File: src/rtl/cpu_bus_bridge.sv
// Bridges the core's instruction and data ports onto one valid/ready memory bus
// and single-steps the core through o_cpu_ce, one pulse per completed fetch/data step.
module cpu_bus_bridge #(
   parameter int unsigned TIMEOUT  = 255,
   parameter logic [31:0] NOP_INSN = 32'h0000_0013
) (
   input  logic        i_clk,
   input  logic        i_rst,
   input  logic        i_ce,
   output logic        o_cpu_ce,
   input  logic [31:0] i_addr_i,
   output logic [31:0] o_data_i,
   input  logic [31:0] i_addr_d,
   input  logic [31:0] i_data_wr_d,
   input  logic [3:0]  i_wr_d,
   input  logic        i_rd_d,
   output logic [31:0] o_data_rd_d,
   output logic        o_bus_valid,
   output logic [31:0] o_bus_addr,
   output logic [31:0] o_bus_wr_data,
   output logic [3:0]  o_bus_we,
   input  logic        i_bus_ready,
   input  logic [31:0] i_bus_rd_data,
   output logic        o_err
);

   typedef enum logic [1:0] {
      S_IDLE  = 2'd0,
      S_FETCH = 2'd1,
      S_DATA  = 2'd2,
      S_STEP  = 2'd3
   } state_t;

   localparam logic [16:0] TMO_LIMIT = 17'(TIMEOUT);

   state_t      state_q, state_d;
   logic        cpu_ce_q, cpu_ce_d;
   logic        bus_valid_q, bus_valid_d;
   logic [31:0] bus_addr_q, bus_addr_d;
   logic [31:0] bus_wr_data_q, bus_wr_data_d;
   logic [3:0]  bus_we_q, bus_we_d;
   logic        err_q, err_d;
   logic [31:0] data_i_q, data_i_d;
   logic [31:0] data_rd_d_q, data_rd_d_d;
   logic [15:0] tmo_cnt_q, tmo_cnt_d;
   logic        tmo_hit;
   logic        has_data;

   // Abort fires in the wait cycle that brings the count up to the limit.
   assign tmo_hit  = (TMO_LIMIT != 17'd0) && (({1'b0, tmo_cnt_q} + 17'd1) >= TMO_LIMIT);
   assign has_data = i_rd_d || (i_wr_d != 4'd0);

   // Next-state and next-output logic; ready always takes priority over the timeout.
   always_comb begin
      state_d       = state_q;
      cpu_ce_d      = 1'b0;
      bus_valid_d   = bus_valid_q;
      bus_addr_d    = bus_addr_q;
      bus_wr_data_d = bus_wr_data_q;
      bus_we_d      = bus_we_q;
      err_d         = 1'b0;
      data_i_d      = data_i_q;
      data_rd_d_d   = data_rd_d_q;
      tmo_cnt_d     = tmo_cnt_q;

      case (state_q)
         S_IDLE: begin
            if (i_ce) begin
               bus_addr_d  = i_addr_i;
               bus_we_d    = 4'd0;
               bus_valid_d = 1'b1;
               tmo_cnt_d   = 16'd0;
               state_d     = S_FETCH;
            end else begin
               state_d = S_IDLE;
            end
         end
         S_FETCH: begin
            if (i_bus_ready) begin
               data_i_d = i_bus_rd_data;
               if (has_data) begin
                  bus_addr_d    = i_addr_d;
                  bus_wr_data_d = i_data_wr_d;
                  bus_we_d      = i_wr_d;
                  bus_valid_d   = 1'b1;
                  tmo_cnt_d     = 16'd0;
                  state_d       = S_DATA;
               end else begin
                  bus_valid_d = 1'b0;
                  cpu_ce_d    = 1'b1;
                  state_d     = S_STEP;
               end
            end else if (tmo_hit) begin
               data_i_d    = NOP_INSN;
               bus_valid_d = 1'b0;
               err_d       = 1'b1;
               cpu_ce_d    = 1'b1;
               state_d     = S_STEP;
            end else begin
               tmo_cnt_d = tmo_cnt_q + 16'd1;
            end
         end
         S_DATA: begin
            if (i_bus_ready) begin
               if (bus_we_q == 4'd0) begin
                  data_rd_d_d = i_bus_rd_data;
               end else begin
                  data_rd_d_d = data_rd_d_q;
               end
               bus_valid_d = 1'b0;
               bus_we_d    = 4'd0;
               cpu_ce_d    = 1'b1;
               state_d     = S_STEP;
            end else if (tmo_hit) begin
               // An aborted read reports zero; an aborted write is just dropped.
               if (bus_we_q == 4'd0) begin
                  data_rd_d_d = 32'd0;
               end else begin
                  data_rd_d_d = data_rd_d_q;
               end
               bus_valid_d = 1'b0;
               bus_we_d    = 4'd0;
               err_d       = 1'b1;
               cpu_ce_d    = 1'b1;
               state_d     = S_STEP;
            end else begin
               tmo_cnt_d = tmo_cnt_q + 16'd1;
            end
         end
         S_STEP: begin
            state_d = S_IDLE;
         end
         default: begin
            bus_valid_d = 1'b0;
            bus_we_d    = 4'd0;
            state_d     = S_IDLE;
         end
      endcase
   end

   // State and output registers.
   always_ff @(posedge i_clk or posedge i_rst) begin
      if (i_rst) begin
         state_q       <= S_IDLE;
         cpu_ce_q      <= 1'b0;
         bus_valid_q   <= 1'b0;
         bus_addr_q    <= 32'd0;
         bus_wr_data_q <= 32'd0;
         bus_we_q      <= 4'd0;
         err_q         <= 1'b0;
         data_i_q      <= NOP_INSN;
         data_rd_d_q   <= 32'd0;
         tmo_cnt_q     <= 16'd0;
      end else begin
         state_q       <= state_d;
         cpu_ce_q      <= cpu_ce_d;
         bus_valid_q   <= bus_valid_d;
         bus_addr_q    <= bus_addr_d;
         bus_wr_data_q <= bus_wr_data_d;
         bus_we_q      <= bus_we_d;
         err_q         <= err_d;
         data_i_q      <= data_i_d;
         data_rd_d_q   <= data_rd_d_d;
         tmo_cnt_q     <= tmo_cnt_d;
      end
   end

   assign o_cpu_ce      = cpu_ce_q;
   assign o_bus_valid   = bus_valid_q;
   assign o_bus_addr    = bus_addr_q;
   assign o_bus_wr_data = bus_wr_data_q;
   assign o_bus_we      = bus_we_q;
   assign o_err         = err_q;
   assign o_data_i      = data_i_q;
   assign o_data_rd_d   = data_rd_d_q;

endmodule

File: config.mk
export PLATFORM = sky130hd
export DESIGN_NAME = cpu_bus_bridge
export DESIGN_NICKNAME = d
export VERILOG_FILES = /design/src/rtl/cpu_bus_bridge.sv
export SDC_FILE = /design/constraint.sdc
export NUM_CORES = 1
export LEC_CHECK = 0
export CORE_ASPECT_RATIO = 1.25
export CORE_UTILIZATION = 46
export DETAILED_ROUTE_END_ITERATION = 10
export PLACE_DENSITY = 0.85
export SYNTH_ARGS = -nofsm -noshare
export SYNTH_HDL_FRONTEND = slang
export SYNTH_SLANG_ARGS = --single-unit
File: constraint.sdc
create_clock -name i_clk -period 9.3 [get_ports i_clk]
set_input_delay 2.325 -clock i_clk [delete_from_list [all_inputs] [get_ports i_clk]]
set_output_delay 2.325 -clock i_clk [all_outputs]
set_load 0.05 [all_outputs]
* Yosys cells after proc, flatten, opt, wreduce, memory -nomap -nowiden
Index checks and enable logic that the tools add are counted.
** Storage, ports and cells
- Memory bits (read-only) :: 0
- RAM bits :: 0
- Latch bits :: 0
- Bits in registers :: 153
- Memories :: 0
- Logic and storage cells :: 78
** Operators by class
- Bitwise gates (word level) :: 0
- Multiply operators :: 0
- Reductions and logical operators :: 15
- Mux-type cells :: 41
- Add/sub/neg operators :: 2
- Shift operators :: 0
- $lt $le $gt $ge :: 1
- Equality and inequality tests :: 9
- Divide/modulo/power cells :: 0
** Operators with widths (count)
- $mux W32 :: 9
- $mux W16 :: 5
- $pmux W32 S2 :: 1
- $pmux W16 S3 :: 1
- $mux W4 :: 5
- $add A16 B1 Y17 const B :: 1
- $ge A17 B8 Y1 const B :: 1
- $add A16 B1 Y16 const B :: 1
- $mux W1 :: 13
- $pmux W4 S3 :: 1
- $ne A2 B2 Y1 const B :: 4
- $pmux W2 S4 :: 1
- $reduce_and A4 Y1 :: 2
- $mux W2 :: 3
- $ne A3 B3 Y1 const B :: 2
- $reduce_and A3 Y1 :: 2
- $reduce_and A5 Y1 :: 1
- $eq A2 B2 Y1 const B :: 2
- $logic_not A4 Y1 :: 1
- $reduce_and A2 Y1 :: 2
- $reduce_bool A2 Y1 :: 2
- $reduce_bool A4 Y1 :: 1
- $pmux W1 S3 :: 1
- $reduce_bool A3 Y1 :: 1
- 5 further kinds :: 5

* Depth between registers and ports, before layout
- Depth after elaboration :: 5
- Gate-level depth with buffers :: 8

* Worst setup path before layout
Ideal clock, no wire load.
- Path type :: input to register
- Start point :: input port i_wr_d[1]
- End point :: register tmo_cnt_q[0]
- Setup time :: 79 ps
- Data arrival time :: 3972 ps
- Slack :: 5249 ps
- Data required time :: 9221 ps
- Stages on the path :: 5
- Cells stage by stage :: or3_1 o311ai_1 or3_4 buf_6 mux2i_1
** On the way
- Cells in the longest elaborated chain, start to end :: 4
** RTL lines
- from (decl) :: line 15 : input logic [3:0] i_wr_d,
- $reduce_bool A4 Y1 :: line 51 : assign has_data = i_rd_d || (i_wr_d != 4'd0);
- $logic_or A1 B1 Y1 :: line 51
- $ne A3 B3 Y1 (no source line)
- $reduce_and A4 Y1 (no source line)
- to (signal assigned) :: line 164 : tmo_cnt_q <= tmo_cnt_d;
- to (decl) :: line 45 : logic [15:0] tmo_cnt_q, tmo_cnt_d;
No other way between the ends.
A chain may end at the register's enable or synchronous reset.

* Worst setup path after layout
- Start point :: input port i_wr_d[1]
- End point :: register tmo_cnt_q[1]
The elaborated chain is that of the path after synthesis.

==> results.md <==
- Outcome: completed
- HP Class: reg2reg
- Number of max-cap violations: 0
- Max stage delay cell, worst path: o21ai_0
- Final Max Slew Viols: 0
- First-pass GRT wire length: between 20000 and 30000 um
- Post-synthesis sequential area ratio: 0.5868
- Worst VDD drop: 0.3452 mV
- Hold-fix buffers at CTS: 0
- Reg-to-reg startpoint: tmo_cnt_q[0]
- Sw power: between 2 and 2.5 mW
- Fin crit period: 4927 ps
- Setup CP Type: in2reg
- Final wirelength: between 15000 and 20000 um
- Net Sw Frac: 0.4860
- Clock power share: 0.159
- CTS tree: yes
- Fmax: between 200 and 250 MHz
- Unrepaired setup endpoints after global routing: false
- Post-layout util: 0.7228
- Layout cells sized above 1: 0.1113
- CTS sink count: 153
- Pin count of the biggest net entering global routing: 81
- CTS Buf Count: 17
- Commonest non-fill, non-tap cells in the layout: clkdlybuf4s50_1, dfrtp_1, a22o_1, nor2_1, a21oi_1
- Data required time of the worst path: a little under 10000 ps
- Die area: 14680 um^2
- Startpoint Class: input port
- CORE AREA: 13810 um^2
- CP Cell Sequence: clkdlybuf4s50_1 -> or3_1 -> o21ai_1 -> a21oi_1 -> o21ai_0 -> o311ai_0 -> o31ai_1
- Total global routing overflow: 0
- Synth top area share: 0.5747
- Synth Cell Area: 6531 um^2
- Synth Register Bits: 153
- Static Leak: 4.354 nW
- GRT Total Usage: 0.2687
- Area growth, synth to finish: 52.87%
- Post-CTS setup buffer count: 0
- Detailed Routing Iterations Pass 1: 5
- Post-synth ARST share: 1.000
- Vias per cell: roughly 5.7
- Top cells by area, synth: dfrtp_1, a22o_1, mux2_2
- H-tree levels: 4
- Crit path max fanout: 13
- Pwr Density: 435.0 nW/um^2
- Synth area leader: dfrtp_1
- DP HPWL: 13670 um
- Initial antenna violation count: 0
- Syn Area/Cell: 12.46 um^2
- Via Count: 5558
- Commonest non-fill, non-tap cell in the layout: clkdlybuf4s50_1
- CP max stage delay: 920 ps
- Die height: 135.2 um
- Ys Warns: 0
- Final Hold Viols: 0
- Syn nets: around 670
- Setup Total Neg Slack: 0 ps
- Yosys cell types: 50
- CTS Buffer Depth: 2
- # rows: 48
- Final GP Congestion: roughly 0.85
- Design Power: 4.343 mW
- DRC Markers: 0
- Crit end category: flop
- Slew headroom: 0.09828
- Initial DRC Count: 343
- Worst Path Arrival: 5260 ps
- Starting Density: 0.4728
- Post-synthesis cell count: roughly 520
- Finish-stage setup viols: 0
- Gate power share: 0.573
- Ys flop type: dfrtp_1
- Antenna viol nets, final: 0
- Final instance area: 9985 um^2
- Die width: around 110 um
- PostCTS Resize Cnt: 0
- Vias in the first global route: 5801
- Int Power: ~2.2 mW
- Drt wl/cell: just under 20 um
- Hold_sp: o_data_i[1]
- I/O Buffers: 271
- Nets: 930
- Placed inst area: 9389 um^2
- # diodes: 0
- Post-synth EDFFs: 0
- IO Pins: 272
- Root buffer cell: clkbuf_16
- Critical path launch point: i_wr_d[1]
- Worst Tran Pin Value: between 1000 and 1500 ps
- Setup Skew: 12.86 ps
- Seq pwr share: 0.268
- Clock transition at path regs: 70 ps
- Final period util: 0.5298
- Insertion delay to the later sink of the worst-skew pair: 420 ps
-- flip-flops by register name, indices dropped and copies added, names as in the netlist --
name           flops
o_bus_we           4
o_bus_valid        1
o_data_i          32
o_bus_addr        32
state_q            2
o_cpu_ce           1
tmo_cnt_q         16
o_data_rd_d       32
o_bus_wr_data     32
o_err              1
-- worst paths after layout --
kind	cells after the start	slack, ps	to
worst max-delay path	7	4370	tmo_cnt_q[1]
worst min register to register	2	470	o_data_i[1]
min in group asynchronous	2	2370	o_bus_addr[18]
max in group asynchronous	3	5470	o_bus_wr_data[17]
worst max register to register	8	6210	o_data_i[11]
worst min-delay path	2	470	o_data_i[1]
-- final cells by class --
| type | instances | area, um^2 |
|---|---|---|
| clock inverters | 15 | 170.2 |
| well taps | 175 | 219.0 |
| inverters | 10 | 42.54 |
| repair buffers | 278 | 2765 |
| clock buffers | 17 | 425.4 |
| multi-input cells | 327 | 2530 |
| fillers | 933 | 3829 |
| flip-flops and latches | 153 | 3832 |
-- critical path, delay by kind of cell --
kind / cells / cell delay (ps)
buffers and inverters: 1 / 420
AND/OR/NAND/NOR: 1 / 430
AO/OA/AOI/OAI: 5 / 2090
-- Yosys cell counts, types with 2 or more instances --
cell	n
nor2b_1	2
xor2_1	3
nor3_1	3
nor3b_1	2
a21o_1	4
o31ai_4	2
o21ai_0	3
nand4_1	6
xnor2_1	4
o211ai_1	2
dfstp_2	3
ha_1	6
and2_1	2
a21oi_1	42
or3_1	4
clkbuf_1	23
nor4_1	4
a22o_1	65
nand3_1	2
mux2i_1	35
or2_2	4
nor2_1	47
or4b_1	5
mux2_2	32
a211oi_1	2
nand2_1	12
o41ai_1	5
buf_2	9
dfrtp_1	150
a32o_1	4
and3_1	8
inv_1	10
a221o_1	2
-- power by group through the flow --
stage	registers [mW]	clock network [mW]	logic [mW]
global placement	1.15	0	2.44
detailed placement	1.16	0	2.48
global route	1.19	0.737	2.59
CTS	1.16	0.706	2.49
finish	1.16	0.692	2.49
floorplan	2.15	0	0.641
-- metal layers --
| metal | global-route usage | part of all wire | vias up |
|---|---|---|---|
| li1 | - | - | 2471 |
| met4 | 0.1284 | 0.031 | 0 |
| met1 | 0.3050 | 0.37 | 2747 |
| met2 | 0.4645 | 0.52 | 294 |
| met3 | 0.07263 | 0.078 | 46 |
| met5 | 0 | 0 | - |
-- cell families (layout without fill, tap and decap cells) --
kind of cell / after synthesis / count (layout) / share of synthesized area
muxes: 67 / 67 / 0.1088
xor gates and xnor gates: 7 / 7 / 0.009387
DFF: 153 / 153 / 0.5868
buffers and inverters: 44 / 320 / 0.02816
AOI/OAI and AO/OA: 140 / 140 / 0.1686
adders and majority gates: 6 / 6 / 0.01149
and+or+nand+nor: 107 / 107 / 0.08678
-- stage by stage --
step	hold slack, ps	instances	setup WS (ps)
2_1_floorplan	514.2	524	2859
3_3_place_gp	447.5	943	4212
3_5_place_dp	458.7	943	4040
4_1_cts	473.5	975	4411
5_1_grt	493.7	975	3983
6_report	470.9	975	4373
No activity file was read; power rests on OpenSTA's default activity.
